==> config.mk <==
export PLATFORM = sky130hd
export DESIGN_NAME = eth_rmii_tx_flat
export DESIGN_NICKNAME = d
export VERILOG_FILES = /design/src/rtl/eth_rmii_tx_if.sv /design/src/rtl/eth_rmii_tx.sv /design/src/flat_wrapper.sv
export SDC_FILE = /design/constraint.sdc
export NUM_CORES = 1
export LEC_CHECK = 0
export BUFFER_PORTS_ARGS = -buffer_cell sky130_fd_sc_hd__buf_2
export CORE_MARGIN = 4
export CORE_UTILIZATION = 45
export DETAILED_ROUTE_END_ITERATION = 10
export PLACE_DENSITY = 0.74
export SETUP_SLACK_MARGIN = 0.02
export SLEW_MARGIN = 0
export SYNTH_ARGS = -nofsm -noshare
export SYNTH_HDL_FRONTEND = slang
export SYNTH_SLANG_ARGS = --single-unit
export TNS_END_PERCENT = 50
==> constraint.sdc <==
create_clock -name clk -period 2.35 [get_ports clk]
set_input_delay 0.3525 -clock clk [delete_from_list [all_inputs] [get_ports clk]]
set_output_delay 0.3525 -clock clk [all_outputs]
set_load 0.1 [all_outputs]
==> src/rtl/eth_rmii_tx_if.sv <==
// Byte-stream input and RMII transmit side of the eth_rmii_tx framer.
interface eth_rmii_tx_if;
    logic [7:0] s_data;
    logic       s_valid;
    logic       s_last;
    logic       s_ready;
    logic [1:0] txd;
    logic       txen;
    logic       busy;
    logic       underrun;

    modport master (
        output s_data, s_valid, s_last,
        input  s_ready, txd, txen, busy, underrun
    );

    modport slave (
        input  s_data, s_valid, s_last,
        output s_ready, txd, txen, busy, underrun
    );
endinterface

==> src/rtl/eth_rmii_tx.sv <==
// RMII transmit framer: preamble/SFD, LSb-first byte serialisation two bits
// per clock, zero padding to a minimum length, CRC-32 FCS and inter-frame gap.
module eth_rmii_tx #(
    parameter int unsigned MIN_FRAME  = 60,
    parameter int unsigned IFG_CYCLES = 48
) (
    input  logic         clk,
    input  logic         rst,
    eth_rmii_tx_if.slave bus
);
    localparam logic [31:0]   CRC_POLY = 32'h04C1_1DB7;
    localparam int unsigned   IW       = (IFG_CYCLES > 1) ? $clog2(IFG_CYCLES) : 1;
    localparam logic [IW-1:0] IFG_LAST = IW'(IFG_CYCLES - 1);
    localparam logic [10:0]   MIN_CNT  = 11'(MIN_FRAME);

    typedef enum logic [2:0] {IDLE, PREAMBLE, PAYLOAD, PAD, FCS, IFG} state_t;

    state_t        state;
    logic [4:0]    dib;       // dibit index within preamble, byte or FCS
    logic [IW-1:0] ifg_cnt;
    logic [10:0]   byte_cnt;  // payload plus pad bytes started so far
    logic [5:0]    sr;        // remaining dibits of the byte in flight
    logic          last_q;
    logic [31:0]   crc;

    // Shift one dibit into the CRC register, txd[0] first, MSB feedback
    function automatic logic [31:0] crc_dibit(input logic [31:0] c, input logic [1:0] d);
        logic [31:0] r;
        r = c;
        for (int unsigned i = 0; i < 2; i++) begin
            if (r[31] ^ d[i]) r = {r[30:0], 1'b0} ^ CRC_POLY;
            else              r = {r[30:0], 1'b0};
        end
        return r;
    endfunction

    function automatic logic [10:0] sat_inc(input logic [10:0] v);
        return (v == '1) ? v : v + 11'd1;
    endfunction

    assign bus.busy = (state != IDLE);

    // Frame sequencer; CRC advances on the dibit being loaded into txd so the
    // register is complete when the first FCS dibit must be loaded.
    always_ff @(posedge clk) begin
        if (rst) begin
            state        <= IDLE;
            bus.txd      <= '0;
            bus.txen     <= 1'b0;
            bus.s_ready  <= 1'b0;
            bus.underrun <= 1'b0;
            dib          <= '0;
            ifg_cnt      <= '0;
            byte_cnt     <= '0;
            sr           <= '0;
            last_q       <= 1'b0;
            crc          <= '1;
        end else begin
            bus.s_ready  <= 1'b0;
            bus.underrun <= 1'b0;
            if (bus.s_ready) begin
                // s_ready only rises in byte slots (SFD dibit or 4th dibit of a
                // non-last byte), so this one branch serves both states.
                if (bus.s_valid) begin
                    state    <= PAYLOAD;
                    dib      <= '0;
                    bus.txd  <= bus.s_data[1:0];
                    crc      <= crc_dibit(crc, bus.s_data[1:0]);
                    sr       <= bus.s_data[7:2];
                    last_q   <= bus.s_last;
                    byte_cnt <= sat_inc(byte_cnt);
                end else begin
                    state        <= IFG;
                    ifg_cnt      <= '0;
                    bus.txen     <= 1'b0;
                    bus.txd      <= '0;
                    bus.underrun <= 1'b1;
                end
            end else begin
                case (state)
                    IDLE: begin
                        if (bus.s_valid) begin
                            state    <= PREAMBLE;
                            dib      <= '0;
                            bus.txen <= 1'b1;
                            bus.txd  <= 2'b01;
                            crc      <= '1;
                            byte_cnt <= '0;
                        end
                    end
                    PREAMBLE: begin
                        dib <= dib + 5'd1;
                        if (dib == 5'd30) begin
                            bus.txd     <= 2'b11;
                            bus.s_ready <= 1'b1;
                        end
                    end
                    PAYLOAD, PAD: begin
                        dib <= dib + 5'd1;
                        if (dib[1:0] != 2'd3) begin
                            bus.txd <= sr[1:0];
                            crc     <= crc_dibit(crc, sr[1:0]);
                            sr      <= {2'b00, sr[5:2]};
                            if (state == PAYLOAD && dib[1:0] == 2'd2 && !last_q)
                                bus.s_ready <= 1'b1;
                        end else if (byte_cnt < MIN_CNT) begin
                            state    <= PAD;
                            dib      <= '0;
                            bus.txd  <= 2'b00;
                            crc      <= crc_dibit(crc, 2'b00);
                            sr       <= '0;
                            byte_cnt <= sat_inc(byte_cnt);
                        end else begin
                            state   <= FCS;
                            dib     <= '0;
                            bus.txd <= {~crc[30], ~crc[31]};
                            crc     <= {crc[29:0], 2'b00};
                        end
                    end
                    FCS: begin
                        dib <= dib + 5'd1;
                        if (dib == 5'd15) begin
                            state    <= IFG;
                            ifg_cnt  <= '0;
                            bus.txen <= 1'b0;
                            bus.txd  <= '0;
                        end else begin
                            bus.txd <= {~crc[30], ~crc[31]};
                            crc     <= {crc[29:0], 2'b00};
                        end
                    end
                    IFG: begin
                        if (ifg_cnt == IFG_LAST) state <= IDLE;
                        else                     ifg_cnt <= ifg_cnt + IW'(1);
                    end
                    default: state <= IDLE;
                endcase
            end
        end
    end
endmodule

==> src/flat_wrapper.sv <==
// flat-port wrapper written by rule: the top's interface ports become plain ports
module eth_rmii_tx_flat 
#(
    parameter int unsigned MIN_FRAME  = 60,
    parameter int unsigned IFG_CYCLES = 48
)
  (clk, rst, bus_s_data, bus_s_valid, bus_s_last, bus_s_ready, bus_txd, bus_txen, bus_busy, bus_underrun);
  eth_rmii_tx_if bus_i ();
  input  logic clk;
  input  logic rst;
  input wire logic [$bits(bus_i.s_data)-1:0] bus_s_data;
  input wire logic [$bits(bus_i.s_valid)-1:0] bus_s_valid;
  input wire logic [$bits(bus_i.s_last)-1:0] bus_s_last;
  output wire logic [$bits(bus_i.s_ready)-1:0] bus_s_ready;
  output wire logic [$bits(bus_i.txd)-1:0] bus_txd;
  output wire logic [$bits(bus_i.txen)-1:0] bus_txen;
  output wire logic [$bits(bus_i.busy)-1:0] bus_busy;
  output wire logic [$bits(bus_i.underrun)-1:0] bus_underrun;
  assign bus_i.s_data = bus_s_data;
  assign bus_i.s_valid = bus_s_valid;
  assign bus_i.s_last = bus_s_last;
  assign bus_s_ready = bus_i.s_ready;
  assign bus_txd = bus_i.txd;
  assign bus_txen = bus_i.txen;
  assign bus_busy = bus_i.busy;
  assign bus_underrun = bus_i.underrun;
  eth_rmii_tx #(.MIN_FRAME(MIN_FRAME), .IFG_CYCLES(IFG_CYCLES)) u_core (.clk(clk), .rst(rst), .bus(bus_i));
endmodule
==> results of run 1 <==
## synthesized netlist by cell type (2+ instances only)
cell type / number / share of area
sky130_fd_sc_hd__buf_4: 2 / 0.0040
sky130_fd_sc_hd__nand2b_1: 5 / 0.0083
sky130_fd_sc_hd__a2bb2oi_1: 2 / 0.0046
sky130_fd_sc_hd__a41oi_1: 5 / 0.012
sky130_fd_sc_hd__o32ai_1: 2 / 0.0046
sky130_fd_sc_hd__xnor2_1: 10 / 0.023
sky130_fd_sc_hd__a211o_1: 4 / 0.0093
sky130_fd_sc_hd__or2_2: 6 / 0.010
sky130_fd_sc_hd__inv_1: 12 / 0.012
sky130_fd_sc_hd__buf_6: 4 / 0.012
sky130_fd_sc_hd__nor2_1: 39 / 0.039
sky130_fd_sc_hd__o221a_2: 3 / 0.0090
sky130_fd_sc_hd__o311ai_1: 2 / 0.0046
sky130_fd_sc_hd__or3_1: 4 / 0.0066
sky130_fd_sc_hd__nor3_1: 21 / 0.028
sky130_fd_sc_hd__o221a_1: 4 / 0.012
sky130_fd_sc_hd__nor3b_1: 6 / 0.012
sky130_fd_sc_hd__clkbuf_1: 21 / 0.021
sky130_fd_sc_hd__a211oi_1: 12 / 0.024
sky130_fd_sc_hd__a21o_1: 4 / 0.0080
sky130_fd_sc_hd__or4_1: 4 / 0.0080
sky130_fd_sc_hd__xor2_1: 2 / 0.0046
sky130_fd_sc_hd__dfxtp_1: 69 / 0.37
sky130_fd_sc_hd__o31ai_1: 3 / 0.0060
sky130_fd_sc_hd__a41o_1: 2 / 0.0053
sky130_fd_sc_hd__o21ai_0: 37 / 0.049
sky130_fd_sc_hd__o211ai_1: 8 / 0.016
sky130_fd_sc_hd__nand2_1: 38 / 0.038
sky130_fd_sc_hd__nor2b_1: 3 / 0.0050
sky130_fd_sc_hd__a2111o_1: 3 / 0.0090
sky130_fd_sc_hd__nor4_1: 4 / 0.0066
sky130_fd_sc_hd__ha_1: 6 / 0.020
sky130_fd_sc_hd__o21bai_1: 6 / 0.012
sky130_fd_sc_hd__a311oi_1: 4 / 0.0093
sky130_fd_sc_hd__and3_1: 11 / 0.018
sky130_fd_sc_hd__a21oi_1: 31 / 0.041
sky130_fd_sc_hd__o22ai_1: 8 / 0.013
sky130_fd_sc_hd__a31oi_1: 5 / 0.0083
sky130_fd_sc_hd__nand3_1: 16 / 0.021
## area by class of cell
| type | count | area share |
|---|---|---|
| well taps | 105 | 0.0307 |
| multi-input cells | 349 | 0.516 |
| repair buffers | 43 | 0.0655 |
| clock inverters | 7 | 0.0246 |
| clock buffers | 9 | 0.0290 |
| inverters | 12 | 0.0105 |
| flip-flops and latches | 69 | 0.323 |
## worst max-delay path, delay by kind of cell, from the launching register on
kind / cells / cell delay [ns]
DFF: 1 / 0.40
and+or+nand+nor: 4 / 0.64
AOI/OAI and AO/OA: 2 / 0.70
adders and majority gates: 2 / 0.36
## sequential cells by signal (all words and copies together), names as in the netlist
signal	flops
u_core.bus.s_ready	1
u_core.bus.txd	2
u_core.bus.txen	1
u_core.bus.underrun	1
u_core.byte_cnt	11
u_core.crc	32
u_core.dib	5
u_core.ifg_cnt	6
u_core.last_q	1
u_core.sr	6
u_core.state	3
## power breakdown
| part | leakage, nW | internal (mW) | switching [mW] | total [mW] |
|---|---|---|---|---|
| logic | 0.867 | 0.356 | 0.630 | 0.986 |
| clock network | 0.113 | 0.616 | 0.512 | 1.13 |
| registers | 0.561 | 1.27 | 0.106 | 1.38 |
| total | 1.54 | 2.24 | 1.25 | 3.49 |
## routing by layer
metal / share of wire / wire length (microns) / GRT usage
met1: 0.46 / 4400 / 0.258
met5: 0 / 0 / 0
met4: 0.015 / 141 / 0.0599
met2: 0.47 / 4470 / 0.318
met3: 0.053 / 501 / 0.0533
## how the worst max path moves through the flow
stage / cells past startpoint / endpoint
2_1_floorplan: 10 / u_core.crc[6]
3_3_place_gp: 8 / u_core.crc[6]
3_5_place_dp: 8 / u_core.crc[6]
4_1_cts: 4 / bus_busy
5_1_grt: 8 / u_core.crc[6]
6_report: 8 / u_core.crc[6]
## stage by stage
step                setup WS, ns  hold slack (ns)  utilization
CTS                        0.145            0.215        0.523
floorplan                 0.0321            0.436            -
global placement           0.237            0.451        0.495
global route              0.0317            0.214        0.523
finish                     0.145            0.230        0.523
detailed placement         0.185            0.457        0.495
## cells by family after synthesis
kind of cell | after synthesis
AND/OR/NAND/NOR | 169
AO/OA/AOI/OAI | 161
flip-flops | 69
buffers and inverters | 41
XOR/XNOR | 12
adder cells (fa/ha/maj) | 6
multiplexers | 1
==> results, run 1 <==
- The clock latency at the later pin of the worst-skew pair is 0.35 ns.
- The area overhead of the layout relative to synthesis is 13.4%.
- The prevailing post-synth register cell is sky130_fd_sc_hd__dfxtp_1.
- Counting I/O delays and the setup requirement, the final critical path takes roughly 2.2 ns.
- The clock drives around 70 sinks.
- In this run the core area contains 33 standard-cell rows.
- The remaining routing DRC violations is 0.
- In this run the cell area of the synthesized design comes to 3770 sq um.
- Dividing the synthesized area by the synthesized cell count gives approximately 8.2 sq um.
- The share of the Yosys chip area taken by registers is 0.366.
- The maximum fanout encountered on the critical timing path is 14.
- Setup violations remaining at the end of the flow were counted as 0.
- The gate count of the mapped netlist is between 400 and 500.
- The worst register-to-register path ends at u_core.crc[6].
- After detailed placement, the total cell area comes to between 4000 and 5000 sq um.
- After the flow finishes, the layout carries non-filler instances totaling ~600.
- Measured against its own limit, the worst slew margin works out to 0.521.
- The synthesized net count is about 480.
- The worst setup path is launched from a flip-flop.
- The dominant combinational cell family by area after synthesis is compound AO/OA/AOI/OAI gates.
- The number of pins with negative max-slew slack in the final report was 0.
- The first TritonRoute pass finished after 6 iterations.
- The die covers about 9900 sq um.
- The via count of the first global-routing pass is around 3300.
- The critical path is of the reg2reg type.
- The startpoint identified for the worst register-to-register timing path is u_core.dib[1].
- The wire length of the first global-routing pass is between 15000 and 20000 microns.
- Leaving out fill and tap cells, the most frequent cells in the layout are sky130_fd_sc_hd__dfxtp_1, sky130_fd_sc_hd__nand2_1, sky130_fd_sc_hd__nor2_1.
- Clock-pin slew was measured on the worst setup and hold paths at approximately 0.080 ns.
- The buffer count from post-CTS setup fixing is 0.
- For the pin with the worst max-slew slack, the measured transition is approximately 0.7 ns.
- Walking the worst path, the cells encountered are ha_2, and3_1, ha_1, nor2_1, a211o_1, nor2_4, nor2_1, a211o_1.
- The multi-input combinational cells in the finished layout cover a total of roughly 2200 sq um.
- Buffers placed on the I/O ports in this run total 17.
- Summing all non-filler instances in the final layout gives an area of 4280 sq um.
- The total wirelength of the detailed-routed design is between 9000 and 10000 microns.
- The total of hold buffers inserted after clock tree synthesis is 0.
- The type of the worst min-delay path is in2reg.
- The worst hold path begins at bus_s_data[7].
- Once detail routing completed, the nets flagged for antenna violations numbered 0.
- Leaving out fill and tap cells, the most frequent cell in the layout is sky130_fd_sc_hd__dfxtp_1.
- The count of pins on the block boundary is 18.
- The flow ran to the end, and the final reports show no timing, DRC or antenna violations.
- The largest clock skew in the final design is roughly 0.0095 ns.
- Of the total synthesized cell area, the portion taken by XOR and XNOR cells is 0.0279.
- The number of gates resized after CTS was 0.
- The worst hold path terminates at u_core.sr[5].
- Entering global routing, the biggest net connects 20 pins.
- Yosys printed 0 warnings.
- The fraction of the mapped netlist area in compound gates was 0.300.
- The area fraction in and, or, nand and nor cells after synthesis is 0.231.
- Setup total negative slack on the finished layout was measured at 0 ns.
- The post-synthesis mux area share is 0.00265.
- After synthesis the netlist holds a flip-flop and latch count of 69.
- The nature of the critical path endpoint is a flip-flop.
- The number of hold violations in the final report is 0.
- The number of antenna violations at the first check in global routing is 0.
- The number of max-capacitance violations reported is 0.
- The critical-path cell with the highest stage delay is sky130_fd_sc_hd__dfxtp_1.
- Setup repair after global routing left no endpoint under its margin.
- The number of CTS-inserted buffers is 9.
- Data on the critical path is required at its endpoint by 2.60 ns.
- Summed over all cells, the static leakage comes to 1.54 nW.
- The detailed router finished its first iteration with 275 violations.
- The overall routing resource usage is 0.197.
- The path depth of the worst reg2reg path is 8.
- The number of antenna cells inserted is 0.
- The vertical die dimension is roughly 100 microns.
- The layout has slightly below 800 filler cells.
- The flip-flop and latch area is roughly 1400 sq um.
- The buffer depth of the longest clock path is 2.
- The power per standard cell area is between 800 and 900 nW/um^2.
- The post-layout net count is between 500 and 600.
- The CTS tree is yes.
- In the finished design, the share of the clock period the worst path needs comes to 0.938.
- From left edge to right edge, the die measures ~100 microns.
- The total power of the final layout is 3.49 mW.
- The fraction of registers with async set/reset is 0.
- The synthesized design contains 0 enable-type register cells.
- The post-synthesis cell type count is 70.
- On the worst path, the slowest cell contributes a delay of around 0.40 ns.
- The arrival time at the worst endpoint is roughly 2.5 ns.
- In the final layout, the share of cells above drive strength 1 is 0.170.
- The critical path launch point is u_core.dib[1].
- Across all layers, the routed design uses about 3600 vias.
- Summed over all layers, the global routing overflow is 0.
- The core region is roughly 8200 sq um.
- The H-tree depth is 3.
- Of the total synthesized cell area, the portion taken by full adders, half adders and majority gates is 0.0199.
- For this run, the top clock speed supported by timing is ~0.45 GHz.
- The per-cell via count in the routed design is a little over 6.
- The flop-to-flop setup slack is approximately 0.14 ns.
- Across the VDD grid, the largest voltage drop is 0.572 mV.
- The root buffer cell chosen for the clock tree is sky130_fd_sc_hd__clkbuf_8.
- The routability-driven placement congestion ratio is between 0.9 and 1.
- Dividing the detail-routed wire length by the instance count gives around 16 microns.
- For this configuration, the core starts out at a cell density of 0.461.
- After detailed placement, the design holds a cell count of 578.
- The half-perimeter wire length after detailed placement is just under 7000 microns.
- Counting instances, the worst hold path has a depth of 3.
Note: power is estimated with default switching activity, not from simulation.
==> run 2: changes to the inputs <==
Settings changed: CORE_ASPECT_RATIO set to 0.6.
==> results, run 2 (synthesized netlist as in run 1, its figures left out) <==
- The flow ran to the end, and the final reports show no timing, DRC or antenna violations.
- The overall routing resource usage is 0.208.
- The filler-free cell count of the finished design is 594.
- The floorplan step set the die height to between 70 and 80 microns.
- The routability-driven placement congestion ratio is 0.934.
- For the pin with the worst max-slew slack, the measured transition is approximately 0.79 ns.
- The count of placed standard cells including taps is about 580.
- The total number of clock tree sinks is approximately 70.
- Entering global routing, the biggest net connects 21 pins.
- The count of filler cells inserted in the layout is approximately 770.
- The number of antenna violations at the first check in global routing was 0.
- The count of pins on the block boundary is 18.
- The number of max-capacitance violations reported is 0.
- Clock tree synthesis inserted a total of 9 buffers.
- STA classifies the critical path startpoint as a flip-flop.
- The via count of the first global-routing pass was 3284.
- The effective utilization at floorplan is 0.471.
- The register with the most flip-flops in the layout has 32 of them.
- The most common library cell in the layout ignoring fill and taps is sky130_fd_sc_hd__dfxtp_1.
- The number of hold violations in the final report came to 0.
- The wire length per cell is about 17 microns.
- For flop-to-flop paths, the worst setup slack is 0.13 ns.
- The cell at the root of the clock tree is sky130_fd_sc_hd__clkbuf_16.
- The period utilization is 0.943.
- The area growth from synthesis to layout is 14.7%.
- u_core.crc holds more flip-flops than any other register.
- The first TritonRoute pass finished after 5 iterations.
- The worst-case IR drop observed on VDD is between 0.4 and 0.5 mV.
- Adding up every negative setup slack in the final design gives 0 ns.
- The buffer depth of the longest clock path is 2.
- The clock-pin slew reported for the worst setup and hold paths after clock tree synthesis is about 0.060 ns.
- The power per standard cell area is ~860 nW/um^2.
- The highest clock rate is roughly 0.45 GHz.
- After floorplanning, the core was sized to cover 8010 sq um.
- The half-perimeter wire length after detailed placement is about 7300 microns.
- The total wirelength of the detailed-routed design is slightly above 10000 microns.
- Data arrives at the worst endpoint at between 2 and 2.5 ns.
- The clock latency at the later pin of the worst-skew pair is roughly 0.34 ns.
- Summing internal, switching and leakage power gives approximately 3.7 mW.
- The count of standard-cell rows is 25.
- The tightest hold path in the finished design has a slack of ~0.25 ns.
- The worst path in the final design needs a cycle of roughly 2.2 ns, including I/O delays and setup.
- The total of hold buffers inserted after clock tree synthesis is 0.
- The path class of the tightest hold or removal check is in2reg.
- After detailed routing, the number of remaining DRC violations is 0.
- The per-cell via count in the routed design is 6.29.
- The utilization after layout is 0.540.
- Setup repair after global routing could not meet its margin everywhere.
- The H-tree was split into 3 levels.
- The count of buffers added on input and output ports is 17.
- Setup violations remaining at the end of the flow were counted as 0.
- The die width is around 130 microns.
- The buffer count from post-CTS setup fixing is 0.
- The reported leakage power is about 1.6 nW.
- The top cell types in the final layout, fill and taps aside, are sky130_fd_sc_hd__dfxtp_1, sky130_fd_sc_hd__nor2_1, sky130_fd_sc_hd__nand2_1.
- For the final database, setup skew stands at between 0.01 and 0.015 ns.
- The number of antenna diodes in the final layout is 0.
- The share of final-layout standard cells stronger than drive strength 1 is 0.163.
- The remaining global-route overflow is 0.
- The number of cells upsized or downsized after cts is 0.
- The overall die area is about 10000 sq um.
- For the worst setup path, the data required time is around 2.6 ns.
- TritonCTS built the clock tree.
- The remaining antenna violation count after routing is 0.
- The first routing iteration left about 420 violations.
- In the final layout, the registers with the most flip-flops are u_core.crc (32), u_core.byte_cnt (11).
- The first global-routing pass estimated 16600 microns of wire.
- The maximum fanout encountered on the critical timing path is 15.
- The remaining max-slew budget at the tightest pin is 0.463.
- Detailed routing inserted a total of ~3700 vias.
- For this run, the post-layout net count is around 500.
- The number of pins with negative max-slew slack in the final report is 0.
- The nature of the critical path endpoint is a flip-flop.
- The critical path is of the reg2reg type.
run 2: changes by cell type in the layout (fill, tap and decap cells not counted), sizes merged:
cell    delta
buf        -3
clkinv     +4
inv        -3
bufinv     -1
run 2: worst paths after layout:
kind	from	end	depth (start not counted)
max	u_core.dib[1]	u_core.crc[6]	7
min	bus_s_data[7]	u_core.sr[5]	3
max reg2reg	u_core.dib[1]	u_core.crc[6]	7
min reg2reg	u_core.sr[4]	u_core.sr[4]	2
run 2: worst max-delay path, cell delays in order (launching register included):
cell and delay [ns]:
sky130_fd_sc_hd__dfxtp_1 0.40, sky130_fd_sc_hd__ha_2 0.20, sky130_fd_sc_hd__buf_4 0.19, sky130_fd_sc_hd__or3b_1 0.25, sky130_fd_sc_hd__nor3b_1 0.08, sky130_fd_sc_hd__a311oi_1 0.59
sky130_fd_sc_hd__nor3_1 0.09, sky130_fd_sc_hd__a211o_1 0.29
run 2: layer usage:
metal,global-route usage,up-vias,share of wire
met3,0.0659,19,0.086
met5,0,-,0
li1,-,1778,-
met4,0.0610,0,0.014
met1,0.313,1770,0.51
met2,0.277,169,0.39
run 2: layout make-up:
type	instances	area (sq um)	area share
multi-input cells	349	2210	0.510
inverters	12	45.0	0.0104
clock buffers	9	225	0.0521
well taps	108	135	0.0312
clock inverters	7	73.8	0.0171
repair buffers	40	258	0.0596
flip-flops and latches	69	1380	0.320
run 2: per-stage QoR:
step                cell area [sq um]  worst slack (ns)
global route                     4330           0.00954
floorplan                        3790            0.0321
finish                           4330             0.133
global placement                 4030             0.237
CTS                              4330             0.128
detailed placement               4030             0.140
run 2: report_power, final:
| group | leakage (nW) | internal [mW] | switching [mW] |
|---|---|---|---|
| sequential | 0.561 | 1.28 | 0.119 |
| combinational | 0.850 | 0.346 | 0.645 |
| clock | 0.146 | 0.824 | 0.524 |
| total | 1.56 | 2.45 | 1.29 |
==> run 3: changes to the inputs <==
Settings changed: REMOVE_ABC_BUFFERS set to 1.
==> results, run 3 (synthesized netlist as in run 1, its figures left out) <==
- The number of hold violations in the final report is 0.
- The most common library cell in the layout ignoring fill and taps is sky130_fd_sc_hd__dfxtp_1.
- Measured along the x axis, the die boundary spans 126 microns.
- After legalization and detailed placement, the total HPWL measured 7100 microns.
- For the final routed database, the setup TNS stands at 0 ns.
- From bottom edge to top edge, the die measures around 79 microns.
- The worst hold path startpoint is bus_s_data[7].
- STA puts the critical path data arrival time at roughly 2.4 ns.
- The largest clock skew in the final design is around 0.0056 ns.
- The data required time at the worst endpoint is around 2.6 ns.
- The reported leakage power is between 1.5 and 2 nW.
- After detailed routing, the number of remaining DRC violations is 0.
- Across the VDD grid, the largest voltage drop is around 0.48 mV.
- The shortest period the worst path allows is about 2.2 ns.
- The buffer depth of the longest clock path is 2.
- The final route contains approximately 3700 vias.
- Together, buffers and inverters on the worst path number 0.
- Derived from the worst setup path, the maximum achievable clock frequency is between 0.4 and 0.5 GHz.
- The cell at the root of the clock tree is sky130_fd_sc_hd__clkbuf_16.
- The critical path launch point is u_core.state[1].
- For this design the top-level I/O count stands at 18.
- The min-delay analysis places its worst path in the category in2reg.
- The placeable core region is between 8000 and 9000 sq um.
- The run finished with clean final reports.
- After clock tree synthesis, the clock-pin slew on the worst setup and hold paths is ~0.060 ns.
- In this run the critical register-to-register path is launched from u_core.state[1].
- The maximum fanout encountered on the critical timing path is 10.
- The number of pins with negative max-slew slack in the final report was 0.
- The CTS tree is yes.
- In this run the post-CTS setup repair buffer count came out at 0.
- In the final routed layout, each cell accounts on average for ~17 microns.
- The overall routing resource usage is 0.212.
- The floorplan step defined a die boundary enclosing 9960 sq um.
- The remaining max-slew budget at the tightest pin is 0.476.
- Of the cells placed in the final design, the portion with a size suffix greater than 1 is 0.167.
- The first global-routing pass estimated about 17000 microns of wire.
- The largest registers in the layout are u_core.crc (32), u_core.byte_cnt (11).
- The flip-flop count of the largest register after layout is 32.
- Power spread over the standard cell area amounts to a little under 900 nW/um^2.
- The total power of the final layout is about 3.8 mW.
- The number of antenna violations at the first check in global routing was 0.
- The largest single stage delay on the critical path is 0.52 ns.
- The first detailed-routing pass took 5 iterations.
- The number of antenna cells inserted is 0.
- Setup repair after global routing could not meet its margin everywhere.
- The count of input and output buffers is 17.
- The startpoint type of the worst setup path is a flip-flop.
- Max-cap violations in this run came to 0.
- The via count of the first global-routing pass is roughly 3400.
- After detailed routing, the total wire length is 10100 microns.
- The cell class contributing the biggest share of worst-path delay is compound AO/OA/AOI/OAI gates.
- After the first detailed-routing iteration, the DRC count stood at ~470.
- The kind of critical path is reg2reg.
- In the finished design, the share of the clock period the worst path needs comes to 0.927.
- The number of CTS-inserted buffers is 9.
- Leaving out fill and tap cells, the most frequent cells in the layout are sky130_fd_sc_hd__dfxtp_1, sky130_fd_sc_hd__nor2_1, sky130_fd_sc_hd__nand2_1.
- The remaining global-route overflow is 0.
- The post-layout net count is 504.
- The register with the most flip-flops is u_core.crc.
- The H-tree depth is 3.
- The tree built by TritonCTS fans out to 69 sinks.
- The remaining antenna violation count after routing is 0.
- The per-cell via count in the routed design is around 6.1.
- The area overhead of the layout relative to synthesis is 16.1%.
- At the pin with the least slew margin, the transition time is approximately 0.77 ns.
- The effective utilization at floorplan is 0.471.
- The number of failing setup endpoints in the final timing report is 0.
- Entering global routing, the biggest net connects 33 pins.
- The count of standard-cell rows is 25.
- The critical path goes through nor2b_1, o21ai_1, a311oi_1, a211oi_1, a211o_1.
- The nature of the critical path endpoint is a flip-flop.
- The routability-driven placement congestion ratio is ~0.94.
- Among all stages on the critical path, the largest delay is contributed by sky130_fd_sc_hd__dfxtp_1.
- The clock latency at the later pin of the worst-skew pair is roughly 0.34 ns.
[run 3: path summary, 6_finish.rpt]
| kind | to | slack, ns | cells past startpoint |
|---|---|---|---|
| worst max-delay path | u_core.crc[0] | 0.17 | 5 |
| worst min register to register | u_core.bus.txen | 0.46 | 2 |
| worst max register to register | u_core.crc[0] | 0.17 | 5 |
| worst min-delay path | u_core.sr[5] | 0.25 | 3 |
[run 3: layer usage]
| layer | wire [microns] | global-route usage | part of all wire | vias to the layer above |
|---|---|---|---|---|
| met5 | 0 | 0 | 0 | - |
| met4 | 162 | 0.0696 | 0.016 | 0 |
| met1 | 4860 | 0.313 | 0.48 | 1708 |
| met3 | 860 | 0.0578 | 0.085 | 18 |
| li1 | - | - | - | 1780 |
| met2 | 4190 | 0.296 | 0.42 | 158 |
[run 3: layout make-up]
type                            count  area [sq um]
Sequential cell                    69          1380
Fill cell                         742          3630
Timing Repair Buffer               45           295
Clock inverter                      7          90.1
Multi-Input combinational cell    349          2200
Tap cell                          108           135
Inverter                           12          45.0
Clock buffer                        9           225
[run 3: repair_timing]
action / in CTS / in global routing
hold endpoints to repair: 0 / 0
hold buffers: 0 / 0
gates resized for setup: 0 / 4
endpoints found under the setup margin: 0 / 16
[run 3: worst register-to-register path, delay by kind of cell, from the launching register on]
family | cells | cell delay (ns)
flops | 1 | 0.52
simple gates | 1 | 0.45
compound gates | 4 | 1.09
[run 3: power by group]
part / switching, mW / internal, mW
clock: 0.509 / 0.921
combinational: 0.661 / 0.357
sequential: 0.107 / 1.28
total: 1.28 / 2.55
[run 3: per-stage QoR]
| step | instances | setup slack, ns | util | cell area [sq um] | hold WS (ns) |
|---|---|---|---|---|---|
| 3_3_place_gp | 583 | 0.168 | 0.505 | 4050 | 0.450 |
| 4_1_cts | 599 | 0.126 | 0.545 | 4360 | 0.237 |
| 2_1_floorplan | 430 | -1.04 | - | 3620 | 0.422 |
| 6_report | 599 | 0.172 | 0.547 | 4380 | 0.246 |
| 3_5_place_dp | 583 | 0.152 | 0.505 | 4050 | 0.448 |
| 5_1_grt | 599 | 0.00766 | 0.547 | 4380 | 0.271 |
